## src/rtl/id_stage_if.sv

```systemverilog
// Fetch/regfile/MEM-facing and ID/EX-facing signals of the decode stage.
// master: the surrounding pipeline; slave: id_stage.
interface id_stage_if;
  logic [31:0] inst_i;
  logic [31:0] pc_i;
  logic        branch_pred_i;
  logic        stall_i;
  logic [4:0]  rs1_addr_o;
  logic [4:0]  rs2_addr_o;
  logic [31:0] rs1_data_i;
  logic [31:0] rs2_data_i;
  logic        mem_we_i;
  logic [4:0]  mem_rd_i;
  logic [31:0] mem_data_i;
  logic        pc_stall_o;
  logic        if_stall_o;
  logic        if_flush_o;
  logic        redirect_o;
  logic [31:0] redirect_pc_o;
  logic        bp_update_o;
  logic        bp_taken_o;
  logic [31:0] bp_target_o;
  logic [31:0] ex_pc_o;
  logic [31:0] ex_imm_o;
  logic [31:0] ex_rs1_data_o;
  logic [31:0] ex_rs2_data_o;
  logic [4:0]  ex_rd_o;
  logic [6:0]  ex_op_o;
  logic [3:0]  ex_funct_o;
  logic        ex_reg_we_o;
  logic        ex_mem_re_o;
  logic        ex_mem_we_o;

  modport master (
    output inst_i, pc_i, branch_pred_i, stall_i, rs1_data_i, rs2_data_i,
           mem_we_i, mem_rd_i, mem_data_i,
    input  rs1_addr_o, rs2_addr_o, pc_stall_o, if_stall_o, if_flush_o,
           redirect_o, redirect_pc_o, bp_update_o, bp_taken_o, bp_target_o,
           ex_pc_o, ex_imm_o, ex_rs1_data_o, ex_rs2_data_o, ex_rd_o, ex_op_o,
           ex_funct_o, ex_reg_we_o, ex_mem_re_o, ex_mem_we_o
  );

  modport slave (
    input  inst_i, pc_i, branch_pred_i, stall_i, rs1_data_i, rs2_data_i,
           mem_we_i, mem_rd_i, mem_data_i,
    output rs1_addr_o, rs2_addr_o, pc_stall_o, if_stall_o, if_flush_o,
           redirect_o, redirect_pc_o, bp_update_o, bp_taken_o, bp_target_o,
           ex_pc_o, ex_imm_o, ex_rs1_data_o, ex_rs2_data_o, ex_rd_o, ex_op_o,
           ex_funct_o, ex_reg_we_o, ex_mem_re_o, ex_mem_we_o
  );
endinterface

```

## src/rtl/id_stage.sv

```systemverilog
// RV32I decode stage: decode, branch/jump resolution in ID, hazard stalls, ID/EX register.
// Define ID_FWD_EN to forward MEM results into ID instead of stalling on MEM writers.
module id_stage #(
  parameter logic [31:0] NOP_INST = 32'h0000_0013,
  parameter logic [31:0] RESET_PC = 32'h0000_0000
) (
  input logic     clk,
  input logic     rst,
  id_stage_if.slave bus
);

  localparam int unsigned XLEN   = 32;
  localparam int unsigned REG_AW = 5;

  localparam logic [6:0] OPC_LUI    = 7'b0110111;
  localparam logic [6:0] OPC_AUIPC  = 7'b0010111;
  localparam logic [6:0] OPC_JAL    = 7'b1101111;
  localparam logic [6:0] OPC_JALR   = 7'b1100111;
  localparam logic [6:0] OPC_BRANCH = 7'b1100011;
  localparam logic [6:0] OPC_LOAD   = 7'b0000011;
  localparam logic [6:0] OPC_STORE  = 7'b0100011;
  localparam logic [6:0] OPC_OPIMM  = 7'b0010011;
  localparam logic [6:0] OPC_OP     = 7'b0110011;

  typedef struct packed {
    logic [XLEN-1:0]   pc;
    logic [XLEN-1:0]   imm;
    logic [XLEN-1:0]   rs1_data;
    logic [XLEN-1:0]   rs2_data;
    logic [REG_AW-1:0] rd;
    logic [6:0]        op;
    logic [3:0]        funct;
    logic              reg_we;
    logic              mem_re;
    logic              mem_we;
  } ex_t;

  localparam ex_t EX_BUBBLE = '{pc: RESET_PC, imm: '0, rs1_data: '0, rs2_data: '0,
                                rd: '0, op: '0, funct: '0, reg_we: 1'b0,
                                mem_re: 1'b0, mem_we: 1'b0};

  logic [XLEN-1:0]   inst, pc;
  logic [6:0]        opcode;
  logic [2:0]        funct3;
  logic [REG_AW-1:0] rd, rs1, rs2;
  logic              valid;
  logic              is_jal, is_jalr, is_branch;
  logic              use1, use2;
  logic [XLEN-1:0]   imm_i, imm_s, imm_b, imm_u, imm_j, imm_sel, link;
  logic [XLEN-1:0]   op1, op2;
  logic              mem_hz, ex_match, hz, br_taken;
  ex_t               ex_q, ex_d, dec;

  logic              pc_stall_c, flush_c, redirect_c, bp_update_c, bp_taken_c;
  logic [XLEN-1:0]   redirect_pc_c, bp_target_c;
  logic [REG_AW-1:0] rs1_addr_c, rs2_addr_c;

  assign inst   = bus.inst_i;
  assign pc     = bus.pc_i;
  assign opcode = inst[6:0];
  assign funct3 = inst[14:12];
  assign rd     = inst[11:7];
  assign rs1    = inst[19:15];
  assign rs2    = inst[24:20];

  assign valid     = (inst != NOP_INST) && (inst != '0);
  assign is_jal    = (opcode == OPC_JAL);
  assign is_jalr   = (opcode == OPC_JALR);
  assign is_branch = (opcode == OPC_BRANCH);

  // Only real sources count; x0 never participates in hazards or forwarding.
  assign use1 = !(opcode == OPC_LUI || opcode == OPC_AUIPC || is_jal) && (rs1 != '0);
  assign use2 = (opcode == OPC_OP || opcode == OPC_STORE || is_branch) && (rs2 != '0);

  assign imm_i = {{20{inst[31]}}, inst[31:20]};
  assign imm_s = {{20{inst[31]}}, inst[31:25], inst[11:7]};
  assign imm_b = {{19{inst[31]}}, inst[31], inst[7], inst[30:25], inst[11:8], 1'b0};
  assign imm_u = {inst[31:12], 12'b0};
  assign imm_j = {{11{inst[31]}}, inst[31], inst[19:12], inst[20], inst[30:21], 1'b0};
  assign link  = pc + XLEN'(4);

  always_comb begin
    imm_sel = imm_i;
    case (opcode)
      OPC_STORE:          imm_sel = imm_s;
      OPC_BRANCH:         imm_sel = imm_b;
      OPC_LUI, OPC_AUIPC: imm_sel = imm_u;
      OPC_JAL:            imm_sel = imm_j;
      default:            imm_sel = imm_i;
    endcase
  end

`ifdef ID_FWD_EN
  logic fwd1, fwd2;
  assign fwd1   = bus.mem_we_i && (bus.mem_rd_i == rs1) && (rs1 != '0);
  assign fwd2   = bus.mem_we_i && (bus.mem_rd_i == rs2) && (rs2 != '0);
  assign op1    = fwd1 ? bus.mem_data_i : bus.rs1_data_i;
  assign op2    = fwd2 ? bus.mem_data_i : bus.rs2_data_i;
  assign mem_hz = 1'b0;
`else
  logic unused_mem_data;
  assign unused_mem_data = ^bus.mem_data_i;
  assign op1    = bus.rs1_data_i;
  assign op2    = bus.rs2_data_i;
  assign mem_hz = bus.mem_we_i &&
                  ((use1 && bus.mem_rd_i == rs1) || (use2 && bus.mem_rd_i == rs2));
`endif

  assign ex_match = (use1 && ex_q.rd == rs1) || (use2 && ex_q.rd == rs2);
  assign hz = valid && ((ex_q.mem_re && ex_match) ||
                        ((is_branch || is_jalr) && ex_q.reg_we && ex_match) ||
                        mem_hz);

  always_comb begin
    br_taken = 1'b0;
    case (funct3)
      3'b000:  br_taken = (op1 == op2);
      3'b001:  br_taken = (op1 != op2);
      3'b100:  br_taken = ($signed(op1) < $signed(op2));
      3'b101:  br_taken = !($signed(op1) < $signed(op2));
      3'b110:  br_taken = (op1 < op2);
      3'b111:  br_taken = !(op1 < op2);
      default: br_taken = 1'b0;
    endcase
  end

  // Stall, redirect and predictor feedback to fetch; all quiet during reset.
  always_comb begin
    pc_stall_c    = 1'b0;
    flush_c       = 1'b0;
    redirect_c    = 1'b0;
    redirect_pc_c = '0;
    bp_update_c   = 1'b0;
    bp_taken_c    = 1'b0;
    bp_target_c   = '0;
    rs1_addr_c    = '0;
    rs2_addr_c    = '0;
    if (!rst) begin
      rs1_addr_c  = rs1;
      rs2_addr_c  = rs2;
      bp_target_c = pc + imm_b;
      if (bus.stall_i || hz) begin
        pc_stall_c = 1'b1;
      end else if (valid) begin
        if (is_branch) begin
          bp_update_c = 1'b1;
          bp_taken_c  = br_taken;
          if (br_taken != bus.branch_pred_i) begin
            redirect_c    = 1'b1;
            flush_c       = 1'b1;
            redirect_pc_c = br_taken ? (pc + imm_b) : link;
          end
        end else if (is_jal && !bus.branch_pred_i) begin
          redirect_c    = 1'b1;
          flush_c       = 1'b1;
          redirect_pc_c = pc + imm_j;
        end else if (is_jalr) begin
          redirect_c    = 1'b1;
          flush_c       = 1'b1;
          redirect_pc_c = (op1 + imm_i) & ~XLEN'(1);
        end
      end
    end
  end

  always_comb begin
    dec.pc       = pc;
    dec.imm      = (is_jal || is_jalr) ? link : imm_sel;
    dec.rs1_data = op1;
    dec.rs2_data = op2;
    dec.rd       = rd;
    dec.op       = opcode;
    dec.funct    = {inst[30], funct3};
    dec.reg_we   = (opcode == OPC_LUI) || (opcode == OPC_AUIPC) || is_jal || is_jalr ||
                   (opcode == OPC_LOAD) || (opcode == OPC_OPIMM) || (opcode == OPC_OP);
    dec.mem_re   = (opcode == OPC_LOAD);
    dec.mem_we   = (opcode == OPC_STORE);
  end

  // Downstream hold freezes the register; hazards and invalid words load a bubble.
  always_comb begin
    ex_d = ex_q;
    if (!bus.stall_i) begin
      ex_d = (valid && !hz) ? dec : EX_BUBBLE;
    end
  end

  always_ff @(posedge clk or posedge rst) begin
    if (rst) ex_q <= EX_BUBBLE;
    else     ex_q <= ex_d;
  end

  assign bus.rs1_addr_o    = rs1_addr_c;
  assign bus.rs2_addr_o    = rs2_addr_c;
  assign bus.pc_stall_o    = pc_stall_c;
  assign bus.if_stall_o    = pc_stall_c;
  assign bus.if_flush_o    = flush_c;
  assign bus.redirect_o    = redirect_c;
  assign bus.redirect_pc_o = redirect_pc_c;
  assign bus.bp_update_o   = bp_update_c;
  assign bus.bp_taken_o    = bp_taken_c;
  assign bus.bp_target_o   = bp_target_c;
  assign bus.ex_pc_o       = ex_q.pc;
  assign bus.ex_imm_o      = ex_q.imm;
  assign bus.ex_rs1_data_o = ex_q.rs1_data;
  assign bus.ex_rs2_data_o = ex_q.rs2_data;
  assign bus.ex_rd_o       = ex_q.rd;
  assign bus.ex_op_o       = ex_q.op;
  assign bus.ex_funct_o    = ex_q.funct;
  assign bus.ex_reg_we_o   = ex_q.reg_we;
  assign bus.ex_mem_re_o   = ex_q.mem_re;
  assign bus.ex_mem_we_o   = ex_q.mem_we;

endmodule

```

## src/flat_wrapper.sv

```systemverilog
// flat-port wrapper written by rule: the top's interface ports become plain ports
module id_stage_flat 
#(
  parameter logic [31:0] NOP_INST = 32'h0000_0013,
  parameter logic [31:0] RESET_PC = 32'h0000_0000
)
  (clk, rst, bus_inst_i, bus_pc_i, bus_branch_pred_i, bus_stall_i, bus_rs1_data_i, bus_rs2_data_i, bus_mem_we_i, bus_mem_rd_i, bus_mem_data_i, bus_rs1_addr_o, bus_rs2_addr_o, bus_pc_stall_o, bus_if_stall_o, bus_if_flush_o, bus_redirect_o, bus_redirect_pc_o, bus_bp_update_o, bus_bp_taken_o, bus_bp_target_o, bus_ex_pc_o, bus_ex_imm_o, bus_ex_rs1_data_o, bus_ex_rs2_data_o, bus_ex_rd_o, bus_ex_op_o, bus_ex_funct_o, bus_ex_reg_we_o, bus_ex_mem_re_o, bus_ex_mem_we_o);
  id_stage_if bus_i ();
  input logic clk;
  input logic rst;
  input wire logic [$bits(bus_i.inst_i)-1:0] bus_inst_i;
  input wire logic [$bits(bus_i.pc_i)-1:0] bus_pc_i;
  input wire logic [$bits(bus_i.branch_pred_i)-1:0] bus_branch_pred_i;
  input wire logic [$bits(bus_i.stall_i)-1:0] bus_stall_i;
  input wire logic [$bits(bus_i.rs1_data_i)-1:0] bus_rs1_data_i;
  input wire logic [$bits(bus_i.rs2_data_i)-1:0] bus_rs2_data_i;
  input wire logic [$bits(bus_i.mem_we_i)-1:0] bus_mem_we_i;
  input wire logic [$bits(bus_i.mem_rd_i)-1:0] bus_mem_rd_i;
  input wire logic [$bits(bus_i.mem_data_i)-1:0] bus_mem_data_i;
  output wire logic [$bits(bus_i.rs1_addr_o)-1:0] bus_rs1_addr_o;
  output wire logic [$bits(bus_i.rs2_addr_o)-1:0] bus_rs2_addr_o;
  output wire logic [$bits(bus_i.pc_stall_o)-1:0] bus_pc_stall_o;
  output wire logic [$bits(bus_i.if_stall_o)-1:0] bus_if_stall_o;
  output wire logic [$bits(bus_i.if_flush_o)-1:0] bus_if_flush_o;
  output wire logic [$bits(bus_i.redirect_o)-1:0] bus_redirect_o;
  output wire logic [$bits(bus_i.redirect_pc_o)-1:0] bus_redirect_pc_o;
  output wire logic [$bits(bus_i.bp_update_o)-1:0] bus_bp_update_o;
  output wire logic [$bits(bus_i.bp_taken_o)-1:0] bus_bp_taken_o;
  output wire logic [$bits(bus_i.bp_target_o)-1:0] bus_bp_target_o;
  output wire logic [$bits(bus_i.ex_pc_o)-1:0] bus_ex_pc_o;
  output wire logic [$bits(bus_i.ex_imm_o)-1:0] bus_ex_imm_o;
  output wire logic [$bits(bus_i.ex_rs1_data_o)-1:0] bus_ex_rs1_data_o;
  output wire logic [$bits(bus_i.ex_rs2_data_o)-1:0] bus_ex_rs2_data_o;
  output wire logic [$bits(bus_i.ex_rd_o)-1:0] bus_ex_rd_o;
  output wire logic [$bits(bus_i.ex_op_o)-1:0] bus_ex_op_o;
  output wire logic [$bits(bus_i.ex_funct_o)-1:0] bus_ex_funct_o;
  output wire logic [$bits(bus_i.ex_reg_we_o)-1:0] bus_ex_reg_we_o;
  output wire logic [$bits(bus_i.ex_mem_re_o)-1:0] bus_ex_mem_re_o;
  output wire logic [$bits(bus_i.ex_mem_we_o)-1:0] bus_ex_mem_we_o;
  assign bus_i.inst_i = bus_inst_i;
  assign bus_i.pc_i = bus_pc_i;
  assign bus_i.branch_pred_i = bus_branch_pred_i;
  assign bus_i.stall_i = bus_stall_i;
  assign bus_i.rs1_data_i = bus_rs1_data_i;
  assign bus_i.rs2_data_i = bus_rs2_data_i;
  assign bus_i.mem_we_i = bus_mem_we_i;
  assign bus_i.mem_rd_i = bus_mem_rd_i;
  assign bus_i.mem_data_i = bus_mem_data_i;
  assign bus_rs1_addr_o = bus_i.rs1_addr_o;
  assign bus_rs2_addr_o = bus_i.rs2_addr_o;
  assign bus_pc_stall_o = bus_i.pc_stall_o;
  assign bus_if_stall_o = bus_i.if_stall_o;
  assign bus_if_flush_o = bus_i.if_flush_o;
  assign bus_redirect_o = bus_i.redirect_o;
  assign bus_redirect_pc_o = bus_i.redirect_pc_o;
  assign bus_bp_update_o = bus_i.bp_update_o;
  assign bus_bp_taken_o = bus_i.bp_taken_o;
  assign bus_bp_target_o = bus_i.bp_target_o;
  assign bus_ex_pc_o = bus_i.ex_pc_o;
  assign bus_ex_imm_o = bus_i.ex_imm_o;
  assign bus_ex_rs1_data_o = bus_i.ex_rs1_data_o;
  assign bus_ex_rs2_data_o = bus_i.ex_rs2_data_o;
  assign bus_ex_rd_o = bus_i.ex_rd_o;
  assign bus_ex_op_o = bus_i.ex_op_o;
  assign bus_ex_funct_o = bus_i.ex_funct_o;
  assign bus_ex_reg_we_o = bus_i.ex_reg_we_o;
  assign bus_ex_mem_re_o = bus_i.ex_mem_re_o;
  assign bus_ex_mem_we_o = bus_i.ex_mem_we_o;
  id_stage #(.NOP_INST(NOP_INST), .RESET_PC(RESET_PC)) u_core (.clk(clk), .rst(rst), .bus(bus_i));
endmodule
```

## config.mk

```make
export PLATFORM = sky130hd
export DESIGN_NAME = id_stage_flat
export DESIGN_NICKNAME = d
export VERILOG_FILES = /design/src/rtl/id_stage_if.sv /design/src/rtl/id_stage.sv /design/src/flat_wrapper.sv
export SDC_FILE = /design/constraint.sdc
export NUM_CORES = 1
export LEC_CHECK = 0
export ABC_CLOCK_PERIOD_IN_PS = 7350
export BUFFER_PORTS_ARGS = -buffer_cell sky130_fd_sc_hd__clkbuf_2
export CAP_MARGIN = 20
export CORE_ASPECT_RATIO = 1.25
export CORE_UTILIZATION = 40
export CTS_CLUSTER_DIAMETER = 50
export CTS_CLUSTER_SIZE = 14
export DETAILED_ROUTE_END_ITERATION = 12
export PLACE_DENSITY_LB_ADDON = 0.05
export REMOVE_ABC_BUFFERS = 1
export SLEW_MARGIN = 20
export SYNTH_ARGS = -nofsm -noshare
export SYNTH_HDL_FRONTEND = slang
export SYNTH_SLANG_ARGS = --single-unit
```

## constraint.sdc

```tcl
create_clock -name clk -period 7.35 [get_ports clk]
set_input_delay 1.1025 -clock clk [delete_from_list [all_inputs] [get_ports clk]]
set_output_delay 1.1025 -clock clk [all_outputs]
set_load 0.01 [all_outputs]
```

==> flow_summary_export.csv <==
group,metric,value,unit
run_status,status,"finished clean",
setup_path,crit_top_cell,"clkbuf_2",
logic_synthesis,yosysSeqAreaShare,0.276,
run,drv_cap,0,
cells_and_area,final_common_cell,"clkbuf_2",
clock_tree,cts_root_buffer,"clkbuf_16",
logic_synthesis,ys_ff_latch,147,
sta,fmax,162,MHz
min_path,min_path_type,"reg -> reg",
setup_path,critPathKind,"in -> out",
setup_path,crit_path_end_kind,"output pin",
sta,post-route-min-period,6.18,ns
placed_design,gp_congestion,0.966,
power_and_ir_drop,p_per_area,179,nW/um^2
cells_and_area,diodes,0,
sta,finalHoldViolCount,0,
clock_tree,h-tree-depth,4,
logic_synthesis,ys.flop_type,"dfrtp_1",
logic_synthesis,synth_edf_count,0,
clock_tree,cts-resized-gates,0,
sta,skew,0.0112,ns
floorplan,std_cell_rows,74,
routing,detail-route-antenna-nets,0,
setup_path,cp_num_buf_inv,4,
setup_path,worstPathArrival,5.08,ns
clock_tree,insertion_delay,0.46,ns
clock_tree,tritoncts,"yes",
grt,grt_pass1_wl,77.9,mm
grt,grt_use_total,0.305,
sta,setup_viol,0,
routing,firstDrtPassIters,5,
sta,worstMarginPinSlew,1.12,ns
routing,dr.first_iter.drc_count,1123,
clock_tree,cts_buffers,17,
cells_and_area,nNetsFinal,2314,
cells_and_area,drive_above_1_share,0.217,
setup_path,crit_path_max_incr_delay,0.78,ns
floorplan,dieArea,34000,sq um
floorplan,start_util,0.407,
logic_synthesis,syn_avg_cell_area,7.63,sq um
clock_tree,clkSinkCount,147,
setup_path,cp-start-kind,"input port",
power_and_ir_drop,power.leakage,7.79,nW
sta,max_slew_margin,0.250,
floorplan,fp.coreArea,32700,sq um
grt,grt.overflow.total,0,
logic_synthesis,yosys.cell_types.count,80,
logic_synthesis,synth_warnings,0,
setup_path,crit_chain,"clkbuf_2 > inv_1 > ha_1 > nand4_2 > or4_1 > or3_4 > a31o_1 > nor3_4 > buf_4 > nand2_2 > o21a_1 > a211oi_2 > clkbuf_2",
setup_path,crit_fanout,19,
cells_and_area,n_fill_cell,3418,
cells_and_area,final_cell_mix,"clkbuf_2, nand2_1, o21ai_0",
placed_design,io_buffers,364,
power_and_ir_drop,power.total,2.86,mW
power_and_ir_drop,pwr-share-seq,0.326,
routing,vias,14300,
power_and_ir_drop,p_comb_frac,0.337,
sta,slew_violations,0,
floorplan,ioPinCount,397,
clock_tree,clk_pin_slew,0.07,ns
floorplan,die_h,206,microns
logic_synthesis,async_reset_ff_frac,1.00,
sta,fin_crit_sh,0.841,
grt,grt_antenna_before_repair,0,
cells_and_area,final_cells,2466,
clock_tree,cts_max_path_buffers,2,
power_and_ir_drop,intPower,1.79,mW
setup_path,critPathTopFamily,"simple AND/OR/NAND/NOR gates",
placed_design,dp.cells,2434,
grt,grt_pass1_vias,13300,
power_and_ir_drop,p_clk_frac,0.337,
routing,via_per_inst,5.79,
routing,wl_per_cell,21.2,microns
floorplan,fp.dieW,165,microns
sta,rsz0062_at_grt,"no",
cells_and_area,multi_input_area,8980,sq um
clock_tree,postCtsSetupRepairBufs,0,
logic_synthesis,netlist_area,13300,sq um
power_and_ir_drop,ir_drop,0.0949,mV
power_and_ir_drop,power_switching,1.07,mW
clock_tree,cts_hold_buf,0,
routing,totalWireLength,52.3,mm
cells_and_area,syn2layout_area_growth,19.9,%
grt,grt_max_degree,96,
placed_design,place_hpwl,40.4,mm
routing,route.detailed.drc,0,
logic_synthesis,syn_inst,1743,
setup_path,crit_required,6.25,ns
cells_and_area,seq_area,3680,sq um
power_and_ir_drop,swShare,0.376,
setup_path,crit_slowest_cell,"nor3_4",
tightest hold or removal path: cells and delay by family, from the launching register on:
family / cells / cell delay, ns
flip-flops: 1 / 0.35
AND/OR/NAND/NOR: 2 / 0.10
state kept, by name (all words and copies together) (netlist names):
register	cells
u_core.bus.ex_mem_we_o	1
u_core.bus.ex_rs1_data_o	32
u_core.bus.ex_reg_we_o	1
u_core.bus.ex_mem_re_o	1
u_core.bus.ex_pc_o	32
u_core.bus.ex_rd_o	5
u_core.bus.ex_imm_o	32
u_core.bus.ex_op_o	7
u_core.bus.ex_funct_o	4
u_core.bus.ex_rs2_data_o	32
synthesized netlist by cell type, types with 5 or more instances:
master / count / area (sq um)
nor3_1: 38 / 190
and2_1: 8 / 50.1
a211oi_1: 20 / 150
nand2_1: 337 / 1260
xnor2_1: 71 / 622
inv_1: 53 / 199
or3_1: 11 / 68.8
mux2i_1: 6 / 60.1
a22oi_1: 13 / 97.6
buf_2: 16 / 80.1
buf_4: 10 / 75.1
dfrtp_1: 147 / 3680
and4_1: 6 / 52.6
nor2_1: 94 / 353
clkbuf_1: 76 / 285
nor4_1: 16 / 100
a31oi_1: 21 / 131
o21ai_0: 190 / 951
nor3b_1: 5 / 37.5
nor2b_1: 14 / 87.6
ha_1: 106 / 1330
or2_2: 6 / 37.5
o211ai_1: 13 / 97.6
a221oi_1: 11 / 96.3
o22ai_1: 8 / 50.1
a21o_1: 20 / 150
a22o_1: 28 / 245
xor2_1: 62 / 543
and3_1: 21 / 131
o21ai_1: 8 / 40.0
nand4_1: 23 / 144
nand2b_1: 12 / 75.1
o31ai_1: 6 / 45.0
o21a_1: 10 / 75.1
o21bai_1: 13 / 97.6
a21boi_0: 7 / 52.6
a21oi_1: 117 / 586
nand3_1: 46 / 230
metrics by stage:
step	hold slack, ns	setup TNS [ns]	utilization	worst slack, ns	area (sq um)
global route	0.507	0	0.488	1.06	16000
CTS	0.482	0	0.488	1.18	16000
global placement	0.459	0	0.469	1.22	15300
detailed placement	0.466	0	0.469	1.20	15300
finish	0.480	0	0.488	1.17	16000
floorplan	0.504	-15.40	-	-0.682	12800
final timing paths:
| check | end | start | cells after the start | slack (ns) |
|---|---|---|---|---|
| min in group asynchronous | u_core.bus.ex_imm_o[11] | rst | 3 | 1.18 |
| max in group asynchronous | u_core.bus.ex_pc_o[12] | rst | 4 | 4.77 |
| worst max-delay path | bus_redirect_pc_o[26] | bus_rs2_data_i[31] | 13 | 1.17 |
| worst min-delay path | u_core.bus.ex_imm_o[25] | u_core.bus.ex_imm_o[25] | 2 | 0.48 |
| worst max register to register | u_core.bus.ex_pc_o[16] | u_core.bus.ex_rd_o[3] | 9 | 4.33 |
| worst min register to register | u_core.bus.ex_imm_o[25] | u_core.bus.ex_imm_o[25] | 2 | 0.48 |
cells by family (layout without fill, tap and decap cells):
kind of cell	Yosys count	count (layout)	synth area share
buffers and inverters	160	465	0.0517
XOR/XNOR	133	133	0.0875
adder cells (fa/ha/maj)	109	109	0.104
AO/OA/AOI/OAI	532	532	0.250
AND/OR/NAND/NOR	656	656	0.226
flip-flops	147	147	0.276
multiplexers	6	6	0.00451
per-layer routing:
metal	GRT usage	part of all wire
met5	0	0
met4	0.119	0.034
met3	0.0518	0.067
met2	0.497	0.47
met1	0.398	0.43
area by class of cell:
class	instances	area share
Inverter	53	0.0128
Timing Repair Buffer	380	0.122
Sequential cell	147	0.231
Multi-Input combinational cell	1436	0.563
Tap cell	418	0.0328
Clock buffer	17	0.0267
Clock inverter	15	0.0122
power groups by stage:
stage,sequential [mW],combinational [mW],clock [mW]
2_1_floorplan,0.979,0.519,0
3_5_place_dp,0.946,0.955,0
4_1_cts,0.932,0.960,0.981
5_1_grt,0.940,1.06,1.01
3_3_place_gp,0.944,0.949,0
6_report,0.932,0.963,0.965
No activity file was read; power rests on OpenSTA's default activity.
